**config.mk**
```make
export PLATFORM = sky130hd
export DESIGN_NAME = frame_capture_ctrl
export DESIGN_NICKNAME = d
export VERILOG_FILES = /design/src/rtl/frame_capture_ctrl_pkg.sv /design/src/rtl/frame_capture_ctrl_arb.sv /design/src/rtl/frame_capture_ctrl.sv
export SDC_FILE = /design/constraint.sdc
export NUM_CORES = 1
export LEC_CHECK = 0
export BUFFER_PORTS_ARGS = -buffer_cell sky130_fd_sc_hd__buf_2
export CAP_MARGIN = 30
export CELL_PAD_IN_SITES_DETAIL_PLACEMENT = 1
export CELL_PAD_IN_SITES_GLOBAL_PLACEMENT = 1
export CORE_MARGIN = 4
export CORE_UTILIZATION = 39
export CTS_CLUSTER_SIZE = 25
export DETAILED_ROUTE_END_ITERATION = 12
export GPL_ROUTABILITY_DRIVEN = 0
export PLACE_DENSITY_LB_ADDON = 0.1
export SKIP_CTS_REPAIR_TIMING = 1
export SLEW_MARGIN = 20
export SYNTH_ARGS = -nofsm -noshare
export SYNTH_HDL_FRONTEND = slang
export SYNTH_SLANG_ARGS = --single-unit
```
**constraint.sdc**
```tcl
create_clock -name clk -period 10 [get_ports clk]
set_input_delay 3 -clock clk [delete_from_list [all_inputs] [get_ports clk]]
set_output_delay 3 -clock clk [all_outputs]
set_load 0.005 [all_outputs]
```
**src/rtl/frame_capture_ctrl_pkg.sv**
```systemverilog
// Shared definitions for the frame capture controller: default widths,
// the capture FSM state encoding and {R,G,B} field slicing macros.
// Optional feature macro used by the top: FCAP_STATS_EN.
`ifndef FRAME_CAPTURE_CTRL_PKG_SV
`define FRAME_CAPTURE_CTRL_PKG_SV

// Slice one colour channel out of a packed {R,G,B} pixel of channel width w.
`define FCAP_R(pix, w) pix[3*(w)-1 -: (w)]
`define FCAP_G(pix, w) pix[2*(w)-1 -: (w)]
`define FCAP_B(pix, w) pix[(w)-1 -: (w)]

package frame_capture_ctrl_pkg;

  localparam int unsigned FCAP_PIXSIZE  = 8;
  localparam int unsigned FCAP_ADDR_W   = 19;
  localparam int unsigned FCAP_MAX_COLS = 640;
  localparam int unsigned FCAP_MAX_ROWS = 480;

  typedef enum logic [1:0] {
    IDLE    = 2'd0,
    ARMED   = 2'd1,
    CAPTURE = 2'd2,
    DONE    = 2'd3
  } fcap_state_t;

endpackage

`endif

```
**src/rtl/frame_capture_ctrl_arb.sv**
```systemverilog
// Single-port frame-store arbiter: capture writes always win, a read
// request is granted on any cycle without a write, and the read result
// is returned registered one cycle after the grant.
module frame_store_arb
  import frame_capture_ctrl_pkg::*;
#(
  parameter int unsigned PIXSIZE = FCAP_PIXSIZE,
  parameter int unsigned ADDR_W  = FCAP_ADDR_W
) (
  input  logic                   clk,
  input  logic                   rst,
  input  logic                   wr_en,
  input  logic [ADDR_W-1:0]      wr_addr,
  input  logic [3*PIXSIZE-1:0]   wr_data,
  input  logic                   rd_req,
  input  logic [ADDR_W-1:0]      rd_addr,
  output logic [ADDR_W-1:0]      mem_addr,
  output logic                   mem_we,
  output logic                   mem_re,
  output logic [3*PIXSIZE-1:0]   mem_wdata,
  input  logic [3*PIXSIZE-1:0]   mem_rdata,
  output logic                   rd_gnt,
  output logic                   rd_valid,
  output logic [3*PIXSIZE-1:0]   rd_data
);

  // Port mux: write has absolute priority, otherwise the granted read.
  always_comb begin
    mem_we    = wr_en;
    rd_gnt    = rd_req && !wr_en;
    mem_re    = rd_gnt;
    mem_wdata = wr_en ? wr_data : '0;
    mem_addr  = '0;
    if (wr_en) begin
      mem_addr = wr_addr;
    end else if (rd_gnt) begin
      mem_addr = rd_addr;
    end
  end

  // Read return: mem_rdata is sampled at the edge closing the grant cycle,
  // so rd_valid and rd_data appear together on the following cycle.
  always_ff @(posedge clk) begin
    if (rst) begin
      rd_valid <= 1'b0;
      rd_data  <= '0;
    end else begin
      rd_valid <= rd_gnt;
      if (rd_gnt) begin
        rd_data <= mem_rdata;
      end
    end
  end

endmodule

```
**src/rtl/frame_capture_ctrl.sv**
```systemverilog
// Frame capture controller: arms on request, captures the next complete
// sensor frame into the shared frame store in raster order, flags short
// and overlong frames and pulses frame_done at the end of capture.
// Optional feature macro: FCAP_STATS_EN (per-channel pixel sums).
module frame_capture_ctrl
  import frame_capture_ctrl_pkg::*;
#(
  parameter int unsigned PIXSIZE  = FCAP_PIXSIZE,
  parameter int unsigned ADDR_W   = FCAP_ADDR_W,
  parameter int unsigned MAX_COLS = FCAP_MAX_COLS,
  parameter int unsigned MAX_ROWS = FCAP_MAX_ROWS
) (
  input  logic                   clk,
  input  logic                   rst,
  input  logic                   arm,
  input  logic [15:0]            cfg_cols,
  input  logic [15:0]            cfg_rows,
  input  logic                   frame_valid,
  input  logic                   line_valid,
  input  logic [3*PIXSIZE-1:0]   rgb_data,
  output logic [ADDR_W-1:0]      mem_addr,
  output logic                   mem_we,
  output logic                   mem_re,
  output logic [3*PIXSIZE-1:0]   mem_wdata,
  input  logic [3*PIXSIZE-1:0]   mem_rdata,
  input  logic                   rd_req,
  input  logic [ADDR_W-1:0]      rd_addr,
  output logic                   rd_gnt,
  output logic                   rd_valid,
  output logic [3*PIXSIZE-1:0]   rd_data,
  output logic                   busy,
  output logic                   frame_done,
  output logic                   err_short,
  output logic                   err_over,
  output logic [ADDR_W-1:0]      pix_count
`ifdef FCAP_STATS_EN
  ,
  output logic [PIXSIZE+ADDR_W-1:0] sum_r,
  output logic [PIXSIZE+ADDR_W-1:0] sum_g,
  output logic [PIXSIZE+ADDR_W-1:0] sum_b
`endif
);

  localparam logic [15:0] MAX_C = 16'(MAX_COLS);
  localparam logic [15:0] MAX_R = 16'(MAX_ROWS);

  fcap_state_t         state_q;
  logic                wait_fall_q;
  logic [15:0]         cols_q;
  logic [15:0]         rows_q;
  logic [ADDR_W-1:0]   total_q;
  logic [15:0]         col_q;
  logic [15:0]         row_q;

  logic [15:0]         cols_eff;
  logic [15:0]         rows_eff;
  logic [ADDR_W-1:0]   area_eff;
  logic                full;
  logic                wr_en;

  // Clamp the requested geometry and form the frame area presented at arm.
  always_comb begin
    cols_eff = (cfg_cols == '0 || cfg_cols > MAX_C) ? MAX_C : cfg_cols;
    rows_eff = (cfg_rows == '0 || cfg_rows > MAX_R) ? MAX_R : cfg_rows;
    area_eff = ADDR_W'({16'd0, cols_eff} * {16'd0, rows_eff});
  end

  // Write qualification; the raster has wrapped past the last row exactly
  // when pix_count has reached cols*rows, so the row counter marks "full".
  always_comb begin
    full  = (row_q == rows_q);
    wr_en = (state_q == CAPTURE) && frame_valid && line_valid && !full;
  end

  // Capture FSM with raster counters and registered status outputs.
  always_ff @(posedge clk) begin
    if (rst) begin
      state_q     <= IDLE;
      wait_fall_q <= 1'b0;
      cols_q      <= '0;
      rows_q      <= '0;
      total_q     <= '0;
      col_q       <= '0;
      row_q       <= '0;
      pix_count   <= '0;
      busy        <= 1'b0;
      frame_done  <= 1'b0;
      err_short   <= 1'b0;
      err_over    <= 1'b0;
    end else begin
      frame_done <= 1'b0;
      case (state_q)
        IDLE: begin
          if (arm) begin
            cols_q      <= cols_eff;
            rows_q      <= rows_eff;
            total_q     <= area_eff;
            col_q       <= '0;
            row_q       <= '0;
            pix_count   <= '0;
            err_short   <= 1'b0;
            err_over    <= 1'b0;
            wait_fall_q <= frame_valid;
            busy        <= 1'b1;
            state_q     <= ARMED;
          end
        end
        ARMED: begin
          if (wait_fall_q) begin
            if (!frame_valid) begin
              wait_fall_q <= 1'b0;
            end
          end else if (frame_valid) begin
            state_q <= CAPTURE;
          end
        end
        CAPTURE: begin
          if (!frame_valid) begin
            state_q    <= DONE;
            busy       <= 1'b0;
            frame_done <= 1'b1;
            if (pix_count < total_q) begin
              err_short <= 1'b1;
            end
          end else if (line_valid) begin
            if (full) begin
              err_over <= 1'b1;
            end else begin
              pix_count <= pix_count + ADDR_W'(1);
              if (col_q == cols_q - 16'd1) begin
                col_q <= '0;
                row_q <= row_q + 16'd1;
              end else begin
                col_q <= col_q + 16'd1;
              end
            end
          end
        end
        DONE: begin
          state_q <= IDLE;
        end
        default: state_q <= IDLE;
      endcase
    end
  end

`ifdef FCAP_STATS_EN
  localparam int unsigned SUM_W = PIXSIZE + ADDR_W;

  // Per-channel sums of every written pixel, cleared by an accepted arm.
  always_ff @(posedge clk) begin
    if (rst) begin
      sum_r <= '0;
      sum_g <= '0;
      sum_b <= '0;
    end else if (state_q == IDLE && arm) begin
      sum_r <= '0;
      sum_g <= '0;
      sum_b <= '0;
    end else if (wr_en) begin
      sum_r <= sum_r + SUM_W'(`FCAP_R(rgb_data, PIXSIZE));
      sum_g <= sum_g + SUM_W'(`FCAP_G(rgb_data, PIXSIZE));
      sum_b <= sum_b + SUM_W'(`FCAP_B(rgb_data, PIXSIZE));
    end
  end
`endif

  frame_store_arb #(
    .PIXSIZE (PIXSIZE),
    .ADDR_W  (ADDR_W)
  ) u_arb (
    .clk       (clk),
    .rst       (rst),
    .wr_en     (wr_en),
    .wr_addr   (pix_count),
    .wr_data   (rgb_data),
    .rd_req    (rd_req),
    .rd_addr   (rd_addr),
    .mem_addr  (mem_addr),
    .mem_we    (mem_we),
    .mem_re    (mem_re),
    .mem_wdata (mem_wdata),
    .mem_rdata (mem_rdata),
    .rd_gnt    (rd_gnt),
    .rd_valid  (rd_valid),
    .rd_data   (rd_data)
  );

endmodule

```
==> results.py <==
metrics = {
    "status": {
        "status": "completed",
    },
    "timing": {
        "hold_violations": 0,
        "setup-violations-final": 0,
        "clock-skew-final_ns": 0.0157,
        "setup_tns_ns": 0,
        "worst_pin_slew_ns": 0.908,
        "slew_headroom": 0.392,
        "timing.final.ws_setup_ns": 0.523,
        "fin_crit_ns": 9.48,
        "max_freq_mhz": 106,
        "finalMaxSlewViolations": 0,
        "rsz0062_at_grt": "false",
        "holdWs_ns": 0.454,
        "finalCritPeriodShare": 0.948,
    },
    "clocking": {
        "clock_latency_ns": 0.42,
        "clock_path_buffers": 2,
        "cts_tree": "done",
        "cts_made_buffers": 17,
        "cts-root-buf": "clkbuf_16",
        "clk_transition_reported_paths_ns": 0.06,
        "clock-sinks": 134,
        "htreeDepth": 4,
    },
    "worst_setup_path": {
        "crit_path_end_kind": "flip-flop",
        "worst_r2r_path_depth": 10,
        "r2r_end": "col_q[8]",
        "critical_path_arrival_ns": 9.79,
        "critPathKind": "in2reg",
        "reg2reg_from": "cols_q[0]",
        "critPathSlowestCell": "fa_1",
        "cp.required_ns": 10.31,
        "cp.depth": 27,
        "cp_top_family": "adder cells",
        "cp_num_buf_inv": 6,
        "cp-endpoint": "total_q[18]",
        "setup.worst_path.start": "cfg_rows[2]",
        "path_max_fanout": 12,
        "cpMostUsedCell": "fa_1",
        "rrSetupSlack_ns": 6.51,
        "slowest_delay_ns": 0.57,
        "start_kind": "primary input",
    },
    "floorplan": {
        "pin_count": 199,
        "rows": 62,
        "die_w_um": 179,
        "die_area_um2": 32100,
        "die_h_um": 179,
        "coreArea_um2": 28800,
        "initial_core_util": 0.397,
    },
    "power": {
        "power_density_nw_per_um2": 192,
        "clkPwrFrac": 0.251,
        "p_int_w": 0.00157,
        "combPwrFrac": 0.520,
        "seq_power_share": 0.229,
        "switching_share": 0.405,
        "peakVddDrop_v": 0.000146,
        "power.leakage_nw": 6.32,
        "switchingPower_w": 0.00107,
    },
    "global_route": {
        "antenna_found_initial": 0,
        "gr-total-overflow": 0,
        "grt_usage": 0.211,
        "grt_pass1_wl_mm": 53.8,
        "grt_pass1_vias": 10400,
        "grt_max_degree": 67,
    },
    "placed_design": {
        "pre_cts_slack_ns": 0.0260,
        "io_buffers": 198,
        "dp_cells": 2011,
        "dp_hpwl_mm": 27.3,
        "placed_area_um2": 13100,
    },
    "routing": {
        "first_pass_iters": 6,
        "ant_nets": 0,
        "wl_mm": 33.6,
        "drt-initial-drc-count": 526,
        "routedWlPerCell_um": 16.5,
        "drt-vias-per-instance": 4.92,
        "vias": 10000,
        "drc": 0,
    },
    "logic_synthesis": {
        "seq_area_frac_synth": 0.235,
        "synth.avg_cell_area_um2": 8.22,
        "async_flop_share": 0,
        "synth-edff-count": 0,
        "synth_area_leaders": "dfxtp_1, fa_1, ha_1",
        "yosys_register_bits": 134,
        "synthCells": 1389,
        "ys.flop_type": "dfxtp_1",
        "yosysWarnings": 0,
        "synth.top_cell.area_share": 0.235,
        "ys_types": 65,
        "synth_area_um2": 11400,
        "yosysTopAreaCell": "dfxtp_1",
    },
    "final_layout": {
        "fillers": 3565,
        "nets": 1951,
        "synthToLayoutAreaGrowth_pct": 20.2,
        "stdcell_count": 2043,
        "drive_above_1_share": 0.165,
        "final_cell_area_um2": 13700,
        "num_antenna_cells": 0,
    },
    "run": {
        "drv_cap": 0,
    },
    "min_path": {
        "hp-class": "reg2reg",
    },
}
[cells in the mapped netlist (29+ instances only)]
| master | instances |
|---|---|
| xor2_1 | 29 |
| o21ai_0 | 39 |
| and2_1 | 42 |
| xnor2_1 | 66 |
| dfxtp_1 | 134 |
| inv_1 | 189 |
| nand3_1 | 37 |
| nor2_1 | 171 |
| fa_1 | 119 |
| a21oi_1 | 85 |
| ha_1 | 80 |
| clkbuf_1 | 44 |
| nand2_1 | 178 |
[state kept, by name, indices dropped and copies added, names as in the netlist, 2 cells and up]
name	cells
u_arb.rd_data	24
pix_count	19
total_q	19
col_q	16
cols_q	16
row_q	16
rows_q	16
state_q	2
[cell usage in the layout, fill, tap and decap left out, types with 12 or more instances in the layout]
master / instances
buf_2: 199
inv_1: 189
nand2_1: 178
nor2_1: 170
dfxtp_1: 134
fa_1: 119
a21oi_1: 84
ha_1: 80
conb_1: 75
xnor2_1: 66
and2_1: 43
o21ai_0: 39
nand3_1: 37
xor2_1: 29
nor3_1: 18
buf_4: 18
clkbuf_16: 17
nand4_1: 16
a211oi_1: 13
nor4_1: 12
[how the worst min path moves through the flow]
stage,from,end,slack [ns],depth (start not counted)
after floorplan,total_q[11],total_q[11],0.43,2
after global placement,u_arb.rd_data[9],u_arb.rd_data[9],0.44,2
after CTS,u_arb.rd_data[9],u_arb.rd_data[9],0.46,2
final,u_arb.rd_data[9],u_arb.rd_data[9],0.45,2
after global routing,u_arb.rd_data[10],u_arb.rd_data[10],0.48,2
after detailed placement,u_arb.rd_data[12],u_arb.rd_data[12],0.45,2
[kinds of logic after synthesis]
| logic type | Yosys count | synth area share |
|---|---|---|
| AND/OR/NAND/NOR | 532 | 0.214 |
| buffers and inverters | 242 | 0.0816 |
| adder cells (fa/ha/maj) | 199 | 0.296 |
| AO/OA/AOI/OAI | 184 | 0.0988 |
| flip-flops | 134 | 0.235 |
| XOR/XNOR | 95 | 0.0729 |
| other | 2 | 0.000658 |
| multiplexers | 1 | 0.000987 |
[worst reg2reg max path, cell delays in order, from the launching register on]
cell,delay [ns]
dfxtp_1,0.37
inv_1,0.09
ha_1,0.22
nor3b_1,0.39
and2_1,0.32
nand3b_1,0.13
a2111o_1,0.46
o41ai_4,0.48
nand2_1,0.27
nand2b_1,0.51
nor2_1,0.12
[final cells by class]
class	instances	area (µm²)	area share
repair buffers	218	1150	0.0839
flip-flops and latches	134	2680	0.196
clock inverters	13	173	0.0126
inverters	190	713	0.0520
multi-input cells	1086	8090	0.590
clock buffers	18	429	0.0313
well taps	384	480	0.0350
[per-layer routing]
metal | track usage | vias up | part of all wire
met1 | 0.297 | 4925 | 0.47
met2 | 0.350 | 216 | 0.47
met4 | 0.0365 | 0 | 0.0072
met3 | 0.0323 | 14 | 0.054
met5 | 0 | - | 0
li1 | - | 4887 | -
[power by group through the flow]
stage,combinational [W],clock (W),sequential [W]
floorplan,0.00103,0,0.000608
global placement,0.00132,0,0.000615
detailed placement,0.00138,0,0.000617
CTS,0.00139,0.000677,0.000606
global route,0.00158,0.000700,0.000610
finish,0.00137,0.000662,0.000605
[per-stage QoR]
stage	power (W)	utilization
after floorplan	0.00164	-
after detailed placement	0.00200	0.455
final	0.00264	0.477
after CTS	0.00267	0.476
after global routing	0.00289	0.477
after global placement	0.00193	0.455
(Power assumes the default switching activity.)
